[src/rtl/chebyshev_expand.sv]
// Re-expands narrowed, saturated samples to the full working wordlength,
// tagging rail-valued samples and counting them, behind a 2-entry skid buffer.
module chebyshev_expand #(
  parameter int WL                    = 16,
  parameter int I_BITS                = 6,
  parameter int BOUNDARY_BIT_POSITION = 3,
  parameter int CNT_W                 = 16,
  localparam int O_BITS               = WL - (I_BITS - BOUNDARY_BIT_POSITION)
) (
  input  logic              clk,
  input  logic              rst_n,
  input  logic              s_valid,
  output logic              s_ready,
  input  logic [O_BITS-1:0] s_data,
  output logic              m_valid,
  input  logic              m_ready,
  output logic [WL-1:0]     m_data,
  output logic              m_clip,
  output logic              m_clip_neg,
  input  logic              clr_count,
  output logic [CNT_W-1:0]  clip_count
);

  localparam logic [O_BITS-1:0] POS_RAIL  = {1'b0, {(O_BITS-1){1'b1}}};
  localparam logic [O_BITS-1:0] NEG_RAIL  = {1'b1, {(O_BITS-1){1'b0}}};
  localparam logic [CNT_W-1:0]  COUNT_MAX = {CNT_W{1'b1}};

  typedef enum logic [1:0] {EMPTY, ONE, FULL} state_t;

  state_t          state;
  logic            skid_valid;
  logic [WL-1:0]   skid_data;
  logic            skid_clip;
  logic            skid_clip_neg;

  logic [WL-1:0]   in_data;
  logic            in_clip;
  logic            in_clip_neg;
  logic            in_fire;
  logic            out_fire;

  // Flags are decided once at acceptance and then travel with the word.
  assign in_data     = {{(WL-O_BITS){s_data[O_BITS-1]}}, s_data};
  assign in_clip_neg = (s_data == NEG_RAIL);
  assign in_clip     = (s_data == POS_RAIL) || in_clip_neg;

  assign s_ready  = ~skid_valid;
  assign in_fire  = s_valid & s_ready;
  assign out_fire = m_valid & m_ready;

  always_ff @(posedge clk or negedge rst_n) begin
    if (!rst_n) begin
      state         <= EMPTY;
      m_valid       <= 1'b0;
      m_data        <= '0;
      m_clip        <= 1'b0;
      m_clip_neg    <= 1'b0;
      skid_valid    <= 1'b0;
      skid_data     <= '0;
      skid_clip     <= 1'b0;
      skid_clip_neg <= 1'b0;
    end else begin
      case (state)
        EMPTY: begin
          if (in_fire) begin
            m_data     <= in_data;
            m_clip     <= in_clip;
            m_clip_neg <= in_clip_neg;
            m_valid    <= 1'b1;
            state      <= ONE;
          end
        end
        ONE: begin
          if (in_fire && out_fire) begin
            m_data     <= in_data;
            m_clip     <= in_clip;
            m_clip_neg <= in_clip_neg;
          end else if (in_fire) begin
            // OUT is stalled, so park the new sample behind it.
            skid_data     <= in_data;
            skid_clip     <= in_clip;
            skid_clip_neg <= in_clip_neg;
            skid_valid    <= 1'b1;
            state         <= FULL;
          end else if (out_fire) begin
            m_valid <= 1'b0;
            state   <= EMPTY;
          end
        end
        FULL: begin
          if (out_fire) begin
            m_data     <= skid_data;
            m_clip     <= skid_clip;
            m_clip_neg <= skid_clip_neg;
            skid_valid <= 1'b0;
            state      <= ONE;
          end
        end
        default: begin
          m_valid    <= 1'b0;
          skid_valid <= 1'b0;
          state      <= EMPTY;
        end
      endcase
    end
  end

  // Clear takes priority over a same-cycle increment; the count never wraps.
  always_ff @(posedge clk or negedge rst_n) begin
    if (!rst_n) begin
      clip_count <= '0;
    end else if (clr_count) begin
      clip_count <= '0;
    end else if (out_fire && m_clip && (clip_count != COUNT_MAX)) begin
      clip_count <= clip_count + CNT_W'(1);
    end
  end

endmodule

[config.mk]
export PLATFORM = sky130hd
export DESIGN_NAME = chebyshev_expand
export DESIGN_NICKNAME = d
export VERILOG_FILES = /design/src/rtl/chebyshev_expand.sv
export SDC_FILE = /design/constraint.sdc
export NUM_CORES = 1
export LEC_CHECK = 0
export BUFFER_PORTS_ARGS = -buffer_cell sky130_fd_sc_hd__buf_4
export CAP_MARGIN = 20
export CORE_MARGIN = 2
export CORE_UTILIZATION = 49
export DETAILED_ROUTE_END_ITERATION = 8
export GPL_TIMING_DRIVEN = 0
export PLACE_DENSITY_LB_ADDON = 0.05
export SETUP_SLACK_MARGIN = 0.2
export SLEW_MARGIN = 5
export SYNTH_ARGS = -nofsm -noshare
export SYNTH_HDL_FRONTEND = slang
export SYNTH_SLANG_ARGS = --single-unit
[constraint.sdc]
create_clock -name clk -period 2.05 [get_ports clk]
set_clock_uncertainty 0.2 [all_clocks]
set_input_delay 0.41 -clock clk [delete_from_list [all_inputs] [get_ports clk]]
set_output_delay 0.41 -clock clk [all_outputs]
set_load 0.01 [all_outputs]
==> results_tabular.tex, run 1 <==
\begin{tabular}{lr}
\hline
Metric & Value \\
\hline
\multicolumn{2}{l}{\textbf{Yosys}} \\
Number of synthesized register bits & 50 \\
Area of the mapped netlist & 2470 um2 \\
Proportion of synthesized chip area in sequential cells & 0.507 \\
Number of distinct library cell variants in the gate-level netlist after synthesis & 34 \\
Main combinational cell family by area after synthesis & simple AND/OR/NAND/NOR gates \\
Proportion of synthesized area in mux cells & 0.139 \\
Synthesized net count & 259 \\
Post-Synthesis Mean Instance Area & 10.3 um2 \\
Share of the synthesized area in compound gates (AO/OA/AOI/OAI) & 0.115 \\
Synth Warn \# & 0 \\
Synthesized-area fraction occupied by and/or/nand/nor cells & 0.199 \\
Post-synthesis instance total & 240 \\
Fraction of synthesized cell area in xor and xnor cells & 0 \\
Adder-cell share of the synthesized area & 0.00507 \\
\multicolumn{2}{l}{\textbf{Timing}} \\
Setup repair after global routing missed its margin & yes \\
Maximum achievable frequency & 498 MHz \\
Worst Setup Slack, final & 0.0407 ns \\
Final Critical Period & 2.01 ns \\
Hold violation count in the final report & 0 \\
Slew Viols, Final & 0 \\
Relative slew slack & 0.582 \\
Slew at the pin closest to its max-slew limit & 0.627 ns \\
Finish-stage setup viols & 0 \\
Final cycle utilization of the critical path & 0.980 \\
\multicolumn{2}{l}{\textbf{Power}} \\
Pwr dens & 855 nW/um2 \\
Worst VDD drop & 0.000640 V \\
Design Power & 2.92 mW \\
Leakage Power & 1.46 nW \\
\multicolumn{2}{l}{\textbf{Clocking}} \\
Root buffer cell & clkbuf\_8 \\
CTS Sinks & 50 \\
CTS buffer count & 5 \\
TritonCTS clock tree & built \\
Buffer levels on the longest clock path & 2 \\
H-Tree Level Count & 2 \\
Clock latency on the worst-skew pair & 0.30 ns \\
Clock transition time at the flip-flop clock pins of the worst setup and hold paths & 0.10 ns \\
\multicolumn{2}{l}{\textbf{Cells and area}} \\
Core Util, Final & 0.714 \\
Footprint of the flip-flops and latches & 1260 um2 \\
Total of fill cells in the finished design & 366 \\
Area of the multi-input gates & 1310 um2 \\
Fraction of final layout cells sized beyond drive strength 1 & 0.451 \\
Final Net Count & 333 \\
Number of diodes added for antenna fixing & 0 \\
Area added between synthesis and finish & 38.4\% \\
Post-layout instance area & 3420 um2 \\
\multicolumn{2}{l}{\textbf{Global route}} \\
Maximum number of pins on one net before global-route repair & 51 \\
Antenna violations before repair & 0 \\
Leftover overflow at the end of global routing & 0 \\
First-pass GRT wire length & 9670 um \\
Vias in the first global route & 2135 \\
Total global routing track utilization & 0.223 \\
\multicolumn{2}{l}{\textbf{Floorplanning}} \\
Site Rows & 25 \\
Die Ht & 75.0 um \\
Initial Util & 0.516 \\
Die span in x & 75.0 um \\
Die ar. & 5620 um2 \\
Core area & 4790 um2 \\
IO Count & 54 \\
\multicolumn{2}{l}{\textbf{Worst setup path}} \\
Critical path's slowest cell & or4\_4 \\
Highest net fanout along the worst path & 6 \\
Data arrival time of the critical path & 2.04 ns \\
Cell family with the largest share of critical-path delay & simple AND/OR/NAND/NOR gates \\
Category of the most critical setup path & register to register \\
Reg2Reg Setup Slack & 0.04 ns \\
Buffers \& Inverters on Critical Path & 2 \\
Critical Path Sink Type & register \\
Ordered list of cells on the worst path & buf\_6 > nand3\_4 > or4\_4 > buf\_6 > or4\_4 > a21oi\_2 \\
Required time of the critical path & 2.08 ns \\
Startpoint Class & register \\
Slowest stage delay, CP & 0.48 ns \\
\multicolumn{2}{l}{\textbf{Detailed routing}} \\
WL per Instance & 15.9 um \\
Via count of the routed design & 2150 \\
Detail Route Antenna Nets & 0 \\
Aggregate routed wire length & 6080 um \\
Number of DRC markers after the initial detailed-route iteration & 106 \\
Via count normalized by instance count & 5.63 \\
Pre-Repair DR Iteration Count & 4 \\
Residual DRC & 0 \\
\multicolumn{2}{l}{\textbf{Placed design}} \\
Post-detail-place hpwl & 3940 um \\
Placement Cell Area & 3030 um2 \\
Gpl congestion & 0.800 \\
Worst slack, placed & -0.255 ns \\
Quantity of I/O buffers inserted on ports & 53 \\
\multicolumn{2}{l}{\textbf{Hold path}} \\
Hold Path Class & primary input to register \\
\multicolumn{2}{l}{\textbf{Run}} \\
Number of maximum-capacitance violations & 0 \\
\multicolumn{2}{l}{\textbf{Run status}} \\
Outcome & finished, final reports clean \\
\hline
\end{tabular}
==> final timing paths <==
kind / from / depth (start not counted) / endpoint
max in group asynchronous: rst_n / 2 / m_clip
worst max register to register: m_valid / 6 / clip_count[13]
worst min register to register: skid_clip / 2 / skid_clip
min in group asynchronous: rst_n / 2 / clip_count[5]
worst max-delay path: m_valid / 6 / clip_count[13]
worst min-delay path: s_data[12] / 2 / skid_data[12]
==> through the flow <==
| step | std cells | hold slack, ns | setup TNS (ns) |
|---|---|---|---|
| after floorplan | 240 | -0.0856 | 0 |
| after global placement | 360 | 0.258 | -3.00 |
| after detailed placement | 360 | 0.268 | -2.59 |
| after CTS | 379 | 0.152 | 0 |
| after global routing | 382 | 0.152 | 0 |
| final | 382 | 0.165 | 0 |
==> flip-flops by register name, indices dropped and copies added, names as in the netlist <==
| name | count |
|---|---|
| clip_count | 16 |
| m_clip | 1 |
| m_clip_neg | 1 |
| m_data | 13 |
| m_valid | 1 |
| skid_clip | 1 |
| skid_clip_neg | 1 |
| skid_data | 13 |
| skid_valid | 1 |
| state | 2 |
==> cells in the mapped netlist <==
cell type  count  share of area
nor2b_1        5          0.013
dfrtp_1       50           0.51
nand3_2        1         0.0041
inv_1          3         0.0046
mux2i_1       14          0.057
o31ai_1        9          0.027
clkbuf_1       8          0.012
nor3_1         3         0.0061
o21ai_0        8          0.016
nand2b_1       1         0.0025
buf_2          5          0.010
buf_4          3         0.0091
nand2_1       13          0.020
a31oi_1        1         0.0025
and4_1         2         0.0071
nor4bb_1       1         0.0041
o22ai_1        2         0.0051
nor4b_1        1         0.0035
nand4_1        5          0.013
a21oi_1       30          0.061
nor4_2         1         0.0051
ha_1           1         0.0051
nand3_1        5          0.010
or4_1          9          0.027
or3_1          3         0.0076
nor3b_1        2         0.0061
nor2_1        22          0.033
or2_2          1         0.0025
a21boi_0       1         0.0030
nand4b_1       2         0.0071
and3_1         3         0.0076
nor4_1         4          0.010
nand3b_1       3         0.0091
mux2_2        18          0.082
==> cell type report <==
cell class | instances | share of cell area
Multi-Input combinational cell | 171 | 0.384
Sequential cell | 50 | 0.370
Timing Repair Buffer | 67 | 0.150
Buffer | 16 | 0.0355
Tap cell | 67 | 0.0245
Clock buffer | 5 | 0.0201
Clock inverter | 3 | 0.0128
Inverter | 3 | 0.00329
==> cells in the final DEF, fill, tap and decap left out, types with 3 or more instances in the layout <==
master    instances
buf_4            67
dfrtp_1          39
a21oi_1          28
nor2_1           22
mux2_2           16
mux2i_1          14
dfrtp_2          11
nand2_1          10
buf_6             7
o31ai_1           6
or4_1             6
nor2b_1           5
nand4_1           5
o21ai_0           5
clkbuf_8          5
nand3_1           4
inv_1             3
o31ai_2           3
nor4_4            3
or4_4             3
nor3_1            3
or3_1             3
nand3b_1          3
==> where the power goes <==
group / switching, mW / internal, mW / leakage [nW]
clock network: 0.338 / 0.366 / 0.0585
logic: 0.349 / 0.464 / 0.783
registers: 0.163 / 1.24 / 0.616
total: 0.850 / 2.07 / 1.46
==> cell families after synthesis <==
group                      Yosys count
AOI/OAI and AO/OA                   51
adders and majority gates            1
buffers and inverters               19
DFF                                 50
muxes                               32
and+or+nand+nor                     87
==> metal layers <==
metal,up-vias,share of wire,wire length (um),track usage
li1,1028,-,-,-
met1,1060,0.41,2470,0.276
met2,55,0.55,3320,0.387
met3,7,0.042,256,0.0442
met4,0,0.0071,43,0.0794
met5,-,0,0,0
==> repair_timing <==
item	in CTS	in global routing
hold buffers	1	0
setup buffers	9	2
setup endpoints to repair	47	39
pin swaps	5	12
cloned	1	1
gates resized for setup	20	38
endpoints found under the hold margin	50	0
Note: power is estimated with default switching activity, not from simulation.
==> run 2: changes to the inputs <==
--- a/config.mk
+++ b/config.mk
@@ -5,10 +5,12 @@
 export SDC_FILE = /design/constraint.sdc
 export NUM_CORES = 1
 export LEC_CHECK = 0
+export ABC_AREA = 1
 export BUFFER_PORTS_ARGS = -buffer_cell sky130_fd_sc_hd__buf_4
 export CAP_MARGIN = 20
 export CORE_MARGIN = 2
 export CORE_UTILIZATION = 49
+export CTS_CLUSTER_DIAMETER = 50
 export DETAILED_ROUTE_END_ITERATION = 8
 export GPL_TIMING_DRIVEN = 0
 export PLACE_DENSITY_LB_ADDON = 0.05
==> constraint.sdc (replaced) <==
create_clock -name clk -period 2.05 [get_ports clk]
set_clock_uncertainty 0.2 [all_clocks]
set_input_delay 0.205 -clock clk [delete_from_list [all_inputs] [get_ports clk]]
set_output_delay 0.205 -clock clk [all_outputs]
set_load 0.01 [all_outputs]
==> run 2 against run 1 <==
  * Register-to-register slack gained 0.20 ns
  * Global-route usage is 0.59 points lower
  * Power increased by 20%
  * Combinational power is 81% higher
  * Cell area shrank 0.84%
  * Sequential cell count stayed put
  * Utilization fell by 4.6 points
  * Synthesized area grew 3.3%
  * Wire length is 2.6% higher
  * Synthesized cell count rose by 38%
  * Via count up 13%
  * Critical path type unchanged
  * Critical endpoint is now clip_count[2]
  * Largest cell class is now sequential cells
  * Largest power group unchanged
==> results_tabular.tex, run 2 <==
\begin{tabular}{lr}
\hline
Metric & Value \\
\hline
\multicolumn{2}{l}{\textbf{Yosys}} \\
Area of the mapped netlist & 2550 um2 \\
Number of distinct library cell variants in the gate-level netlist after synthesis & 30 \\
Post-synthesis instance total & 332 \\
Most common library cells after synthesis & nand2\_1, dfrtp\_1, nor2\_1 \\
Top\_reg\_cell synth & dfrtp\_1 \\
Proportion of synthesized chip area in sequential cells & 0.490 \\
Most instantiated library cell after synthesis & nand2\_1 \\
Cell taking the most area after synthesis & dfrtp\_1 \\
Yosys top cell area share & 0.490 \\
Post-Synthesis Mean Instance Area & 7.68 um2 \\
Synth Warn \# & 0 \\
Top post-synthesis cells by area & dfrtp\_1, nand2\_1, nor2\_1 \\
Count of flip-flops with a built-in enable after synthesis & 0 \\
Number of synthesized register bits & 50 \\
Synthesized net count & 351 \\
Share of async-settable or async-resettable flops after synthesis & 1.00 \\
\multicolumn{2}{l}{\textbf{Cells and area}} \\
Largest reg by FF count & clip\_count \\
Footprint of the flip-flops and latches & 1250 um2 \\
Post-layout instance area & 3390 um2 \\
Area of the multi-input gates & 1150 um2 \\
Final Net Count & 433 \\
Core Util, Final & 0.668 \\
Number of diodes added for antenna fixing & 0 \\
Flip-flop count of the largest register, all copies and words added & 16 \\
Area added between synthesis and finish & 32.9\% \\
Most used cells in the layout excluding fill and tap cells & nand2\_1, buf\_4, dfrtp\_1, nor2\_1, inv\_1 \\
Total of fill cells in the finished design & 485 \\
Registers with the highest flip-flop counts & clip\_count: 16 flops, m\_data: 13 flops, skid\_data: 13 flops \\
Fraction of final layout cells sized beyond drive strength 1 & 0.229 \\
Non-filler cells in the finished layout & 484 \\
Most frequent standard cell in the layout excluding fill and tap cells & nand2\_1 \\
\multicolumn{2}{l}{\textbf{Power}} \\
Leakage Power & 1.71 nW \\
Pwr dens & 1030 nW/um2 \\
Worst VDD drop & 0.000604 V \\
Design Power & 3.51 mW \\
\multicolumn{2}{l}{\textbf{Placed design}} \\
\# placed instances & 455 \\
Post-detail-place hpwl & 4350 um \\
Placement Cell Area & 3040 um2 \\
Gpl congestion & 0.852 \\
Quantity of I/O buffers inserted on ports & 53 \\
\multicolumn{2}{l}{\textbf{Worst setup path}} \\
Critical Path Sink Type & register \\
Highest net fanout along the worst path & 5 \\
Slowest stage delay, CP & 0.36 ns \\
Startpoint Class & register \\
Ordered list of cells on the worst path & ha\_2 > nand2\_4 > nor2\_4 > nand2\_4 > o21ai\_4 > nand2\_4 > inv\_6 > clkbuf\_16 > nand2\_1 > nand2\_1 \\
Category of the most critical setup path & register to register \\
Required time of the critical path & 2.07 ns \\
Critical path's slowest cell & dfrtp\_1 \\
Data arrival time of the critical path & 1.83 ns \\
Cell family with the largest share of critical-path delay & simple AND/OR/NAND/NOR gates \\
Buffers \& Inverters on Critical Path & 2 \\
Most used cell, CP & nand2\_4 \\
\multicolumn{2}{l}{\textbf{Floorplanning}} \\
Die Ht & 76.2 um \\
Initial Util & 0.503 \\
IO Count & 54 \\
Die span in x & 76.2 um \\
Site Rows & 26 \\
Core area & 5070 um2 \\
Die ar. & 5800 um2 \\
\multicolumn{2}{l}{\textbf{Clocking}} \\
Buffer levels on the longest clock path & 2 \\
TritonCTS clock tree & built \\
Clock latency on the worst-skew pair & 0.29 ns \\
H-Tree Level Count & 2 \\
CTS buffer count & 5 \\
Root buffer cell & clkbuf\_8 \\
Clock transition time at the flip-flop clock pins of the worst setup and hold paths & 0.09 ns \\
CTS Sinks & 50 \\
\multicolumn{2}{l}{\textbf{Hold path}} \\
Hold Path Class & primary input to register \\
\multicolumn{2}{l}{\textbf{Detailed routing}} \\
WL per Instance & 12.9 um \\
Detail Route Antenna Nets & 0 \\
Number of DRC markers after the initial detailed-route iteration & 97 \\
Via count normalized by instance count & 5.04 \\
Via count of the routed design & 2438 \\
Residual DRC & 0 \\
Aggregate routed wire length & 6240 um \\
Pre-Repair DR Iteration Count & 4 \\
\multicolumn{2}{l}{\textbf{Timing}} \\
Hold violation count in the final report & 0 \\
Setup\_tns & 0 ns \\
Finish-stage setup viols & 0 \\
Setup repair after global routing missed its margin & yes \\
Maximum achievable frequency & 552 MHz \\
Relative slew slack & 0.577 \\
Slew Viols, Final & 0 \\
Slew at the pin closest to its max-slew limit & 0.634 ns \\
Final Critical Period & 1.81 ns \\
Final cycle utilization of the critical path & 0.883 \\
\multicolumn{2}{l}{\textbf{Global route}} \\
Maximum number of pins on one net before global-route repair & 51 \\
Total global routing track utilization & 0.217 \\
Leftover overflow at the end of global routing & 0 \\
First-pass GRT wire length & 10300 um \\
Antenna violations before repair & 0 \\
Vias in the first global route & 2265 \\
\multicolumn{2}{l}{\textbf{Run status}} \\
Outcome & finished, final reports clean \\
\multicolumn{2}{l}{\textbf{Run}} \\
Number of maximum-capacitance violations & 0 \\
\hline
\end{tabular}
-- run 2: layout make-up --
class / count / area share
Sequential cell: 50 / 0.370
Multi-Input combinational cell: 238 / 0.339
Timing Repair Buffer: 75 / 0.182
Inverter: 33 / 0.0388
Tap cell: 70 / 0.0258
Clock buffer: 7 / 0.0225
Buffer: 11 / 0.0214
-- run 2: stage by stage --
step / setup slack, ns / hold WS (ns)
after global placement: 0.125 / 0.0701
after floorplan: 0.327 / -0.291
final: 0.240 / 0.0936
after CTS: 0.218 / 0.0602
after detailed placement: 0.0910 / 0.0727
after global routing: 0.157 / 0.108
-- run 2: timing repair --
item	4_1_cts	5_1_grt
endpoints found under the hold margin	67	0
hold buffers	15	0
pin swaps	0	4
gates resized for setup	2	18
setup buffers	2	4
endpoints found under the setup margin	20	39
cloned	0	1
-- run 2: tightest hold or removal path, delay by kind of cell --
| family | cells | cell delay, ns |
|---|---|---|
| buffers and inverters | 1 | 0.08 |
| and+or+nand+nor | 3 | 0.27 |
-- run 2: worst paths after layout --
kind / startpoint / endpoint / slack [ns] / cells past startpoint
worst min-delay path: s_valid / state[0] / 0.09 / 4
worst max register to register: clip_count[1] / clip_count[2] / 0.24 / 10
worst min register to register: skid_data[7] / skid_data[7] / 0.29 / 2
worst max-delay path: clip_count[1] / clip_count[2] / 0.24 / 10
max in group asynchronous: rst_n / clip_count[8] / 0.92 / 2
min in group asynchronous: rst_n / clip_count[15] / 0.26 / 2
-- run 2: kinds of logic (layout without fill, tap and decap cells) --
logic type,after synthesis,count (layout),synth area share
compound gates,47,47,0.103
xor+xnor,6,6,0.0206
fa+ha+maj,1,1,0.00490
buf+inv,44,126,0.0755
flops,50,50,0.490
simple gates,184,184,0.306
-- run 2: routing by layer --
layer / GRT usage / part of all wire / vias to the layer above
met5: 0 / 0 / -
met4: 0.0491 / 0.0051 / 0
met3: 0.0403 / 0.034 / 2
met2: 0.400 / 0.53 / 48
met1: 0.264 / 0.43 / 1162
li1: - / - / 1226
-- run 2: where the power goes --
part	internal (mW)	switching (mW)
Combinational	0.651	0.815
Sequential	1.31	0.195
Clock	0.236	0.302
==> run 3: changes to the inputs <==
--- a/config.mk
+++ b/config.mk
@@ -9,11 +9,11 @@
 export BUFFER_PORTS_ARGS = -buffer_cell sky130_fd_sc_hd__buf_4
 export CAP_MARGIN = 20
 export CORE_MARGIN = 2
-export CORE_UTILIZATION = 49
+export CORE_UTILIZATION = 54
 export CTS_CLUSTER_DIAMETER = 50
 export DETAILED_ROUTE_END_ITERATION = 8
 export GPL_TIMING_DRIVEN = 0
-export PLACE_DENSITY_LB_ADDON = 0.05
+export PLACE_DENSITY = 0.79
 export SETUP_SLACK_MARGIN = 0.2
 export SLEW_MARGIN = 5
 export SYNTH_ARGS = -nofsm -noshare
==> constraint.sdc (replaced) <==
create_clock -name clk -period 1.95 [get_ports clk]
set_clock_uncertainty 0.2 [all_clocks]
set_input_delay 0.195 -clock clk [delete_from_list [all_inputs] [get_ports clk]]
set_output_delay 0.195 -clock clk [all_outputs]
set_load 0.01 [all_outputs]
==> run 3 against run 2 <==
  * Wire length is 3.3% higher
  * Cell area is 1.6% higher
  * Maximum frequency is 5.7% higher
  * First-iteration DRC count is 51% higher
  * Die area is 8.8% lower
  * Utilization is 7.6 points higher
  * Critical path type unchanged
  * Highest routed layer unchanged
  * Power is 8.2% higher
  * Sequential cell count stayed put
  * Worst setup slack worse by 0.0031 ns
  * Clock-buffer cell count is 1 lower
  * Clock power is 11% higher
  * Cell count is 2.1% lower
==> results_tabular.tex, run 3 (synthesis results as in run 2) <==
\begin{tabular}{lr}
\hline
Metric & Value \\
\hline
\multicolumn{2}{l}{\textbf{Run status}} \\
Outcome & finished, final reports clean \\
\multicolumn{2}{l}{\textbf{Worst setup path}} \\
Required time of the critical path & 1.99 ns \\
Startpoint Class & register \\
Slowest stage delay, CP & 0.36 ns \\
Cell family with the largest share of critical-path delay & simple AND/OR/NAND/NOR gates \\
Buffers \& Inverters on Critical Path & 2 \\
Data arrival time of the critical path & 1.75 ns \\
Critical path's slowest cell & dfrtp\_1 \\
Most used cell, CP & nand2\_4 \\
Category of the most critical setup path & register to register \\
Highest net fanout along the worst path & 5 \\
Critical Path Sink Type & register \\
Ordered list of cells on the worst path & ha\_2 > nand2\_4 > nor2\_4 > nand2\_4 > o21ai\_4 > nand2\_4 > inv\_4 > buf\_6 > nand2\_1 > nand2\_1 \\
\multicolumn{2}{l}{\textbf{Cells and area}} \\
Most used cells in the layout excluding fill and tap cells & nand2\_1, buf\_4, dfrtp\_1, nor2\_1, inv\_1 \\
Registers with the highest flip-flop counts & clip\_count: 16 flops, m\_data: 13 flops, skid\_data: 13 flops \\
Area added between synthesis and finish & 35.0\% \\
Final Net Count & 440 \\
Fraction of final layout cells sized beyond drive strength 1 & 0.276 \\
Total of fill cells in the finished design & 370 \\
Largest reg by FF count & clip\_count \\
Number of diodes added for antenna fixing & 0 \\
Most frequent standard cell in the layout excluding fill and tap cells & nand2\_1 \\
Flip-flop count of the largest register, all copies and words added & 16 \\
\multicolumn{2}{l}{\textbf{Floorplanning}} \\
Die span in x & 72.7 um \\
Die ar. & 5290 um2 \\
Core area & 4630 um2 \\
Initial Util & 0.551 \\
IO Count & 54 \\
Die Ht & 72.7 um \\
Site Rows & 25 \\
\multicolumn{2}{l}{\textbf{Power}} \\
Flop pwr share & 0.418 \\
Clock network power share & 0.158 \\
Switching power share of the total & 0.372 \\
Pwr dens & 1100 nW/um2 \\
Comb pwr share & 0.424 \\
Design Power & 3.79 mW \\
Worst VDD drop & 0.000680 V \\
Internal & 2.38 mW \\
Leakage Power & 1.74 nW \\
Switching power total & 1.41 mW \\
\multicolumn{2}{l}{\textbf{Clocking}} \\
Clock latency on the worst-skew pair & 0.30 ns \\
Clock transition time at the flip-flop clock pins of the worst setup and hold paths & 0.09 ns \\
CTS buffer count & 5 \\
Buffer levels on the longest clock path & 2 \\
Root buffer cell & clkbuf\_8 \\
TritonCTS clock tree & built \\
H-Tree Level Count & 2 \\
CTS Sinks & 50 \\
\multicolumn{2}{l}{\textbf{Timing}} \\
Final cycle utilization of the critical path & 0.879 \\
Slew at the pin closest to its max-slew limit & 0.622 ns \\
Finish-stage setup viols & 0 \\
Setup repair after global routing missed its margin & yes \\
Final Critical Period & 1.71 ns \\
Maximum achievable frequency & 584 MHz \\
Relative slew slack & 0.586 \\
Hold violation count in the final report & 0 \\
Slew Viols, Final & 0 \\
Setup\_tns & 0 ns \\
\multicolumn{2}{l}{\textbf{Hold path}} \\
Hold Path Class & primary input to register \\
\multicolumn{2}{l}{\textbf{Placed design}} \\
Quantity of I/O buffers inserted on ports & 53 \\
Gpl congestion & 0.886 \\
Post-detail-place hpwl & 4180 um \\
\multicolumn{2}{l}{\textbf{Detailed routing}} \\
Residual DRC & 0 \\
Pre-Repair DR Iteration Count & 4 \\
Number of DRC markers after the initial detailed-route iteration & 146 \\
Aggregate routed wire length & 6450 um \\
Detail Route Antenna Nets & 0 \\
Via count normalized by instance count & 5.32 \\
WL per Instance & 13.6 um \\
Via count of the routed design & 2522 \\
\multicolumn{2}{l}{\textbf{Global route}} \\
Leftover overflow at the end of global routing & 0 \\
Vias in the first global route & 2243 \\
Maximum number of pins on one net before global-route repair & 51 \\
First-pass GRT wire length & 9940 um \\
Antenna violations before repair & 0 \\
Total global routing track utilization & 0.241 \\
\multicolumn{2}{l}{\textbf{Run}} \\
Number of maximum-capacitance violations & 0 \\
\hline
\end{tabular}
[run 3: power groups by stage]
stage / clock, mW / sequential (mW) / combinational (mW)
after global placement: 0 / 1.59 / 1.41
after global routing: 0.646 / 1.63 / 1.78
after CTS: 0.611 / 1.58 / 1.53
after floorplan: 0 / 1.63 / 0.800
after detailed placement: 0 / 1.59 / 1.44
final: 0.599 / 1.59 / 1.61
[run 3: stage by stage]
step | setup WS [ns] | instances | util | hold slack (ns) | instance area (um2)
6_report | 0.237 | 474 | 0.744 | 0.0332 | 3440
5_1_grt | 0.158 | 474 | 0.744 | 0.0622 | 3440
4_1_cts | 0.210 | 465 | 0.715 | 0.0645 | 3310
3_5_place_dp | 0.000238 | 439 | 0.652 | 0.0562 | 3020
3_3_place_gp | 0.0293 | 439 | 0.652 | 0.0524 | 3020
2_1_floorplan | 0.227 | 332 | - | -0.301 | 2550
[run 3: area by class of cell]
| cell class | instances | area [um2] | area share |
|---|---|---|---|
| repair buffers | 82 | 657 | 0.191 |
| inverters | 33 | 126 | 0.0367 |
| plain buffers | 11 | 77.6 | 0.0225 |
| flip-flops and latches | 50 | 1260 | 0.365 |
| clock buffers | 6 | 82.6 | 0.0240 |
| multi-input cells | 238 | 1170 | 0.341 |
| well taps | 54 | 67.6 | 0.0196 |
[run 3: worst register-to-register path: stages (launching register included)]
cell     delay, ns
dfrtp_1       0.36
ha_2          0.21
nand2_4       0.07
nor2_4        0.12
nand2_4       0.08
o21ai_4       0.20
nand2_4       0.09
inv_4         0.09
buf_6         0.12
nand2_1       0.05
nand2_1       0.06
[run 3: final timing paths]
path / cells after the start / startpoint / endpoint / slack (ns)
min reg2reg: 2 / skid_data[10] / skid_data[10] / 0.30
min in group asynchronous: 2 / rst_n / clip_count[9] / 0.23
max reg2reg: 10 / clip_count[1] / clip_count[2] / 0.24
max in group asynchronous: 2 / rst_n / clip_count[8] / 0.85
max: 10 / clip_count[1] / clip_count[2] / 0.24
min: 4 / s_valid / state[0] / 0.03
[run 3: timing repair]
action / 4_1_cts / 5_1_grt
pin swaps: 3 / 6
endpoints found under the setup margin: 36 / 41
cloned: 0 / 1
setup buffers: 5 / 8
resized for setup: 7 / 32
hold buffers: 15 / 0
hold endpoints to repair: 71 / 0
[run 3: layer usage]
metal | track usage | vias to the layer above | wire, um
met4 | 0.0864 | 0 | 80
met2 | 0.429 | 70 | 3450
li1 | - | 1239 | -
met5 | 0 | - | 0
met1 | 0.289 | 1204 | 2650
met3 | 0.0483 | 9 | 270
